[config.mk]
export PLATFORM = sky130hd
export DESIGN_NAME = lisa_fp2i_seq
export DESIGN_NICKNAME = d
export VERILOG_FILES = /design/src/rtl/lisa_fops_pkg.sv /design/src/rtl/lisa_fp_round.sv /design/src/rtl/lisa_fp2i_seq.sv
export SDC_FILE = /design/constraint.sdc
export NUM_CORES = 1
export LEC_CHECK = 0
export BUFFER_PORTS_ARGS = -buffer_cell sky130_fd_sc_hd__buf_2
export CAP_MARGIN = 20
export CORE_MARGIN = 2
export CORE_UTILIZATION = 60
export CTS_CLUSTER_SIZE = 40
export DETAILED_ROUTE_END_ITERATION = 12
export PLACE_DENSITY = 0.8
export SETUP_SLACK_MARGIN = 0.02
export SLEW_MARGIN = 20
export SYNTH_ARGS = -nofsm -noshare
export SYNTH_HDL_FRONTEND = slang
export SYNTH_SLANG_ARGS = --single-unit
export TNS_END_PERCENT = 30
[constraint.sdc]
create_clock -name clk -period 7.5 [get_ports clk]
set_input_delay 1.5 -clock clk [delete_from_list [all_inputs] [get_ports clk]]
set_output_delay 1.5 -clock clk [all_outputs]
set_load 0.02 [all_outputs]
[src/rtl/lisa_fops_pkg.sv]
// lisa_fops_pkg: shared types and bf16 defaults for the LISA float ops unit.
// Rev 1.0
`default_nettype none

package lisa_fops_pkg;

  typedef enum logic [1:0] {
    RND_TRUNC = 2'd0,
    RND_RNE   = 2'd1,
    RND_FLOOR = 2'd2,
    RND_CEIL  = 2'd3
  } rnd_mode_t;

  typedef logic [1:0] state_t;
  localparam state_t ST_IDLE  = 2'd0;
  localparam state_t ST_SHIFT = 2'd1;
  localparam state_t ST_ROUND = 2'd2;
  localparam state_t ST_OUT   = 2'd3;

  // Operand class decided once at acceptance; only K_NORM uses the shifter.
  typedef enum logic [1:0] {
    K_NORM = 2'd0,
    K_ZERO = 2'd1,
    K_NAN  = 2'd2,
    K_SAT  = 2'd3
  } kind_t;

  localparam int BF16_EXP_W = 8;
  localparam int BF16_MAN_W = 7;
  localparam int BF16_BIAS  = 127;

endpackage

`default_nettype wire

[src/rtl/lisa_fp_round.sv]
// lisa_fp_round: combinational rounding increment on a magnitude with guard/sticky.
// Rev 1.0
`default_nettype none

module lisa_fp_round
  import lisa_fops_pkg::*;
#(
  parameter int W = 17
) (
  input  logic [W-1:0] mag,
  input  logic         g,
  input  logic         s,
  input  logic         sign,
  input  logic [1:0]   mode,
  output logic [W-1:0] m
);

  logic inc;

  always_comb begin
    inc = 1'b0;
    case (rnd_mode_t'(mode))
      RND_TRUNC: inc = 1'b0;
      RND_RNE:   inc = g & (s | mag[0]);
      RND_FLOOR: inc = sign & (g | s);
      RND_CEIL:  inc = !sign & (g | s);
    endcase
  end

  assign m = mag + W'(inc);

endmodule

`default_nettype wire

[src/rtl/lisa_fp2i_seq.sv]
// lisa_fp2i_seq: multi-cycle float-to-integer converter with iterative shifter.
// Rev 1.0
`default_nettype none

module lisa_fp2i_seq
  import lisa_fops_pkg::*;
#(
  parameter int EXP_W      = BF16_EXP_W,
  parameter int MAN_W      = BF16_MAN_W,
  parameter int INT_W      = 16,
  parameter int SHIFT_STEP = 4
) (
  input  logic                   clk,
  input  logic                   rst,
  input  logic                   in_valid,
  output logic                   in_ready,
  input  logic [EXP_W+MAN_W:0]   f_i,
  input  logic                   i_signed,
  input  logic [1:0]             rnd_mode,
  output logic                   out_valid,
  input  logic                   out_ready,
  output logic [INT_W-1:0]       i_o,
  output logic                   flg_invalid,
  output logic                   flg_inexact
);

  localparam int BIAS  = (1 << (EXP_W - 1)) - 1;
  localparam int BW    = INT_W + 2;
  localparam int MAXSH = (MAN_W + 2 > INT_W - MAN_W) ? MAN_W + 2 : INT_W - MAN_W;
  localparam int CNT_W = $clog2(MAXSH + 1);
  localparam int EW    = ((EXP_W > $clog2(INT_W + 2)) ? EXP_W : $clog2(INT_W + 2)) + 2;

  localparam logic signed [EW-1:0] E_BIAS = EW'(BIAS);
  localparam logic signed [EW-1:0] E_OVF  = EW'(INT_W + 1);
  localparam logic signed [EW-1:0] E_MAN  = EW'(MAN_W);
  localparam logic signed [EW-1:0] E_LOW  = -EW'(2);

  localparam logic [INT_W-1:0] SMAX    = {1'b0, {(INT_W-1){1'b1}}};
  localparam logic [INT_W-1:0] SMIN    = {1'b1, {(INT_W-1){1'b0}}};
  localparam logic [INT_W:0]   LIM_POS = {2'b00, {(INT_W-1){1'b1}}};
  localparam logic [INT_W:0]   LIM_NEG = {2'b01, {(INT_W-1){1'b0}}};

  state_t             state;
  logic               sign_q;
  logic               sgn_q;
  logic [1:0]         mode_q;
  kind_t              kind_q;
  logic [BW-1:0]      body;     // {integer magnitude, guard}
  logic               sticky;
  logic [CNT_W-1:0]   cnt;
  logic               left_q;

  logic               in_sign;
  logic [EXP_W-1:0]   in_exp;
  logic [MAN_W-1:0]   in_man;
  logic signed [EW-1:0] e;

  kind_t              dec_kind;
  logic               dec_left;
  logic [CNT_W-1:0]   dec_cnt;
  logic [BW-1:0]      dec_body;

  logic [CNT_W-1:0]   step;
  logic [BW-1:0]      shift_body;
  logic               shift_sticky;

  logic [INT_W:0]     m;
  logic [INT_W-1:0]   res;
  logic               res_inv;
  logic               res_inx;

  assign {in_sign, in_exp, in_man} = f_i;
  assign e = signed'(EW'(in_exp)) - E_BIAS;

  assign in_ready  = (state == ST_IDLE);
  assign out_valid = (state == ST_OUT);

  always_comb begin
    dec_kind = K_NORM;
    dec_left = 1'b0;
    dec_cnt  = '0;
    dec_body = '0;
    dec_body[MAN_W+1:0] = {1'b1, in_man, 1'b0};
    if (in_exp == '0) begin
      dec_kind = K_ZERO;
    end else if (&in_exp) begin
      dec_kind = (in_man != '0) ? K_NAN : K_SAT;
    end else if (e >= E_OVF) begin
      dec_kind = K_SAT;
    end else if (e >= E_MAN) begin
      dec_left = 1'b1;
      dec_cnt  = CNT_W'(e - E_MAN);
    end else if (e < E_LOW) begin
      // Past MAN_W+2 every bit already sits in sticky.
      dec_cnt = CNT_W'(MAN_W + 2);
    end else begin
      dec_cnt = CNT_W'(E_MAN - e);
    end
  end

  always_comb begin
    step = (cnt > CNT_W'(SHIFT_STEP)) ? CNT_W'(SHIFT_STEP) : cnt;
    if (left_q) begin
      shift_body   = body << step;
      shift_sticky = sticky;
    end else begin
      shift_body   = body >> step;
      shift_sticky = sticky | (|(body & ((BW'(1) << step) - BW'(1))));
    end
  end

  lisa_fp_round #(.W(INT_W + 1)) u_round (
    .mag  (body[BW-1:1]),
    .g    (body[0]),
    .s    (sticky),
    .sign (sign_q),
    .mode (mode_q),
    .m    (m)
  );

  always_comb begin
    res     = '0;
    res_inv = 1'b0;
    res_inx = 1'b0;
    case (kind_q)
      K_ZERO: res = '0;
      K_NAN: begin
        res     = sgn_q ? SMAX : '1;
        res_inv = 1'b1;
      end
      K_SAT: begin
        res_inv = 1'b1;
        if (sgn_q) res = sign_q ? SMIN : SMAX;
        else       res = sign_q ? '0 : '1;
      end
      default: begin
        if (sgn_q) begin
          if (m > (sign_q ? LIM_NEG : LIM_POS)) begin
            res_inv = 1'b1;
            res     = sign_q ? SMIN : SMAX;
          end else begin
            res = sign_q ? (-m[INT_W-1:0]) : m[INT_W-1:0];
          end
        end else if (sign_q) begin
          res_inv = (m != '0);
        end else if (m[INT_W]) begin
          res_inv = 1'b1;
          res     = '1;
        end else begin
          res = m[INT_W-1:0];
        end
        res_inx = (body[0] | sticky) & !res_inv;
      end
    endcase
  end

  always_ff @(posedge clk) begin
    if (rst) begin
      state       <= ST_IDLE;
      sign_q      <= 1'b0;
      sgn_q       <= 1'b0;
      mode_q      <= '0;
      kind_q      <= K_ZERO;
      body        <= '0;
      sticky      <= 1'b0;
      cnt         <= '0;
      left_q      <= 1'b0;
      i_o         <= '0;
      flg_invalid <= 1'b0;
      flg_inexact <= 1'b0;
    end else begin
      case (state)
        ST_IDLE: begin
          if (in_valid) begin
            sign_q <= in_sign;
            sgn_q  <= i_signed;
            mode_q <= rnd_mode;
            kind_q <= dec_kind;
            body   <= dec_body;
            sticky <= 1'b0;
            cnt    <= dec_cnt;
            left_q <= dec_left;
            state  <= (dec_kind != K_NORM || dec_cnt == '0) ? ST_ROUND : ST_SHIFT;
          end
        end
        ST_SHIFT: begin
          body   <= shift_body;
          sticky <= shift_sticky;
          cnt    <= cnt - step;
          if (cnt == step) state <= ST_ROUND;
        end
        ST_ROUND: begin
          i_o         <= res;
          flg_invalid <= res_inv;
          flg_inexact <= res_inx;
          state       <= ST_OUT;
        end
        ST_OUT: begin
          if (out_ready) state <= ST_IDLE;
        end
        default: state <= ST_IDLE;
      endcase
    end
  end

endmodule

`default_nettype wire

==> run_results.csv <==
group,metric,value,unit
min_path,hold_class,"flop to flop",
finish,fin_area,5584,sq um
clock_tree,root_buffer,"clkbuf_8",
placement,dp_hpwl,11.16,mm
grt,overflow,0,
timing,finalHoldViolCount,0,
clock_tree,cts_setup_buffers,0,
logic_synthesis,synthFlopType,"dfxtp_1",
die,die_w,98.73,um
worst_setup_path,cp-start-kind,"flop",
flow_run,drv_cap,0,
clock_tree,ctsHoldBuffers,0,
finish,drive_gt1_share,10.99,%
timing,relSlewSlack,31.93,%
logic_synthesis,yosysUniqueCellTypes,79,
logic_synthesis,ys_seq_area_share,18.59,%
status,status,"finished clean",
placement,gp_congestion,0.9365,
drt,drcViolationCount,0,
die,row_count,34,
min_path,hold_start,"mode_q[0]",
die,die-height,98.73,um
timing,maxSlewViolCount,0,
placement,dp_cells,846,
finish,layout_commonest_cell,"nand2_1",
timing,rsz0062_at_grt,"no",
drt,via_count,5867,
die,dieArea,9747,sq um
placement,port_buffers,42,
die,start_util,61.74,%
pwr,powerDensity,379.5,nW/um^2
logic_synthesis,async_flop_share,0,%
worst_setup_path,slowest_delay,0.60,ns
timing,finalSetupViolCount,0,
clock_tree,clk_pin_slew_worst_paths,0.11,ns
die,coreArea,8721,sq um
timing,setup_tns,0,ns
clock_tree,cts_resized,0,
timing,clock_skew,0.005750,ns
drt,viasPerCell,6.870,
drt,ant_nets,0,
worst_setup_path,crit_chain,"buf_4 -> a21oi_1 -> nor3_1 -> ha_1 -> nand3_1 -> or4_1 -> xor2_1 -> inv_1 -> ha_1 -> nand4_1 -> o41ai_1 -> o21ai_0 -> o21a_1 -> or4_1 -> a21o_1 -> a31oi_1",
grt,grt_pass1_vias,5338,
finish,finalNetCount,798,
worst_setup_path,path_class,"flop to flop",
worst_setup_path,worst-path-buf-inv,2,
worst_setup_path,crit_fanout,39,
drt,drtIter0Drc,500,
timing,fmax,0.2071,GHz
clock_tree,ctsHtreeMaxLevel,2,
drt,firstDrtPassIters,5,
finish,antennaDiodeCount,0,
worst_setup_path,cp-end-kind,"flop",
timing,finalCritPeriodShare,64.38,%
logic_synthesis,synth_area,5384,sq um
worst_setup_path,crit_arrival,5.09,ns
grt,grt_usage,32.54,%
finish,stdcell_count,854,
clock_tree,cts_num_sinks,50,
clock_tree,cts_made_buffers,5,
finish,final_cell_mix,"nand2_1, nor2_1, a21oi_1",
logic_synthesis,ys_warn_count,0,
logic_synthesis,synth_nets,810,
timing,tightest_slew,1.014,ns
clock_tree,cts_tree,"built",
drt,routedWlPerCell,18.65,um
finish,fillers,780,
finish,areaGrowthSynthToFinish,3.718,%
worst_setup_path,startpoint,"sign_q",
logic_synthesis,synthCells,757,
clock_tree,clk_latency,0.33,ns
pwr,leakage,2.252,nW
worst_setup_path,cp_slowest_cell,"or4_1",
clock_tree,max-clock-path-buffers,2,
drt,drt_wl_total,15.93,mm
placement,place_area,5487,sq um
grt,grt_first_pass_wirelength,26.41,mm
pwr,ir_drop,0.0002327,V
logic_synthesis,synth_edf_count,0,
timing,finalCriticalPeriod,4.829,ns
grt,grt_max_degree,40,
worst_setup_path,required,7.76,ns
grt,antenna_found_initial,0,
logic_synthesis,ys_ff_latch,50,
die,pin_count,43,
worst_setup_path,cp_top_family,"simple AND/OR/NAND/NOR gates",
logic_synthesis,synth.avg_cell_area,7.112,sq um
worst_setup_path,r2r-start,"sign_q",
## cells by family (layout without fill, tap and decap cells)
family | count (synthesis) | in the layout | share of synthesized area, %
other | 1 | 1 | 0.06965
xor gates and xnor gates | 28 | 28 | 4.694
AOI/OAI and AO/OA | 232 | 232 | 28.58
buffers and inverters | 104 | 93 | 7.925
muxes | 35 | 35 | 7.971
DFF | 50 | 50 | 18.59
adders and majority gates | 30 | 30 | 6.972
and+or+nand+nor | 277 | 277 | 25.19
## worst register-to-register path: stages (launching register included)
cell and delay, ns:
dfxtp_1 0.33, buf_4 0.35, a21oi_1 0.13, nor3_1 0.26, ha_1 0.38, nand3_1 0.27
or4_1 0.60, xor2_1 0.30, inv_1 0.14, ha_1 0.32, nand4_1 0.13, o41ai_1 0.33
o21ai_0 0.18, o21a_1 0.24, or4_1 0.49, a21o_1 0.19, a31oi_1 0.14
## synth_stat cells (5+ instances only)
master,instances,area [sq um]
a211oi_1,14,105.1
o21ai_0,51,255.2
a221oi_1,5,43.79
a211o_1,5,43.79
nor2_1,61,229.0
nor3_1,29,145.1
buf_1,6,22.52
and3_1,10,62.56
ha_1,30,375.4
mux2i_1,26,260.3
o31ai_1,6,45.04
clkbuf_1,52,195.2
nand2_1,89,334.1
a2111oi_0,6,52.55
nand2b_1,6,37.54
dfxtp_1,50,1001
xnor2_1,17,148.9
o2111ai_1,5,43.79
xor2_1,10,87.58
buf_2,5,25.02
a311oi_1,8,70.07
nand3_1,25,125.1
o22ai_1,7,43.79
nor4_1,6,37.54
mux4_2,6,135.1
inv_1,37,138.9
o211ai_1,5,37.54
nor3b_1,6,45.04
and2_1,9,56.30
nand4_1,9,56.30
a21oi_1,57,285.3
a31oi_1,15,93.84
## final timing paths
path	endpoint	slack, ns	cells past startpoint
min reg2reg	mode_q[0]	0.48	2
min	mode_q[0]	0.48	2
max	i_o[10]	2.67	16
max reg2reg	i_o[10]	2.67	16
## stage by stage
step	utilization (%)	setup slack, ns	hold WS [ns]	power, mW
finish	64.03	2.671	0.4812	2.119
global route	64.03	2.239	0.5050	2.280
CTS	64.03	2.702	0.4856	2.078
detailed placement	62.91	2.734	0.4691	1.891
global placement	62.91	2.880	0.4585	1.862
floorplan	-	2.456	0.4493	1.569
## power breakdown
group	internal, mW	switching, mW
registers	0.356	0.197
logic	0.525	0.855
clock network	0.0697	0.116
total	0.951	1.17
## per-layer routing
layer	global-route usage (%)	vias up	share of wire, %
li1	-	2760	-
met1	43.03	2708	40
met2	52.59	341	47
met3	4.752	58	8.6
met4	15.17	0	3.6
met5	0	-	0
## sequential cells by signal (all words and copies together), names as in the netlist
name,flops
body,18
cnt,4
flg_inexact,1
flg_invalid,1
i_o,16
kind_q,2
left_q,1
mode_q,2
sgn_q,1
sign_q,1
state,2
sticky,1
## area by class of cell
class	instances	area [sq um]	share of cell area [%]
multi-input cells	603	3956	70.85
flip-flops and latches	50	1001	17.93
repair buffers	48	255.2	4.571
inverters	37	138.9	2.487
well taps	108	135.1	2.420
clock buffers	5	68.82	1.232
clock inverters	3	28.78	0.5153
Power figures use the tool's default switching activity.
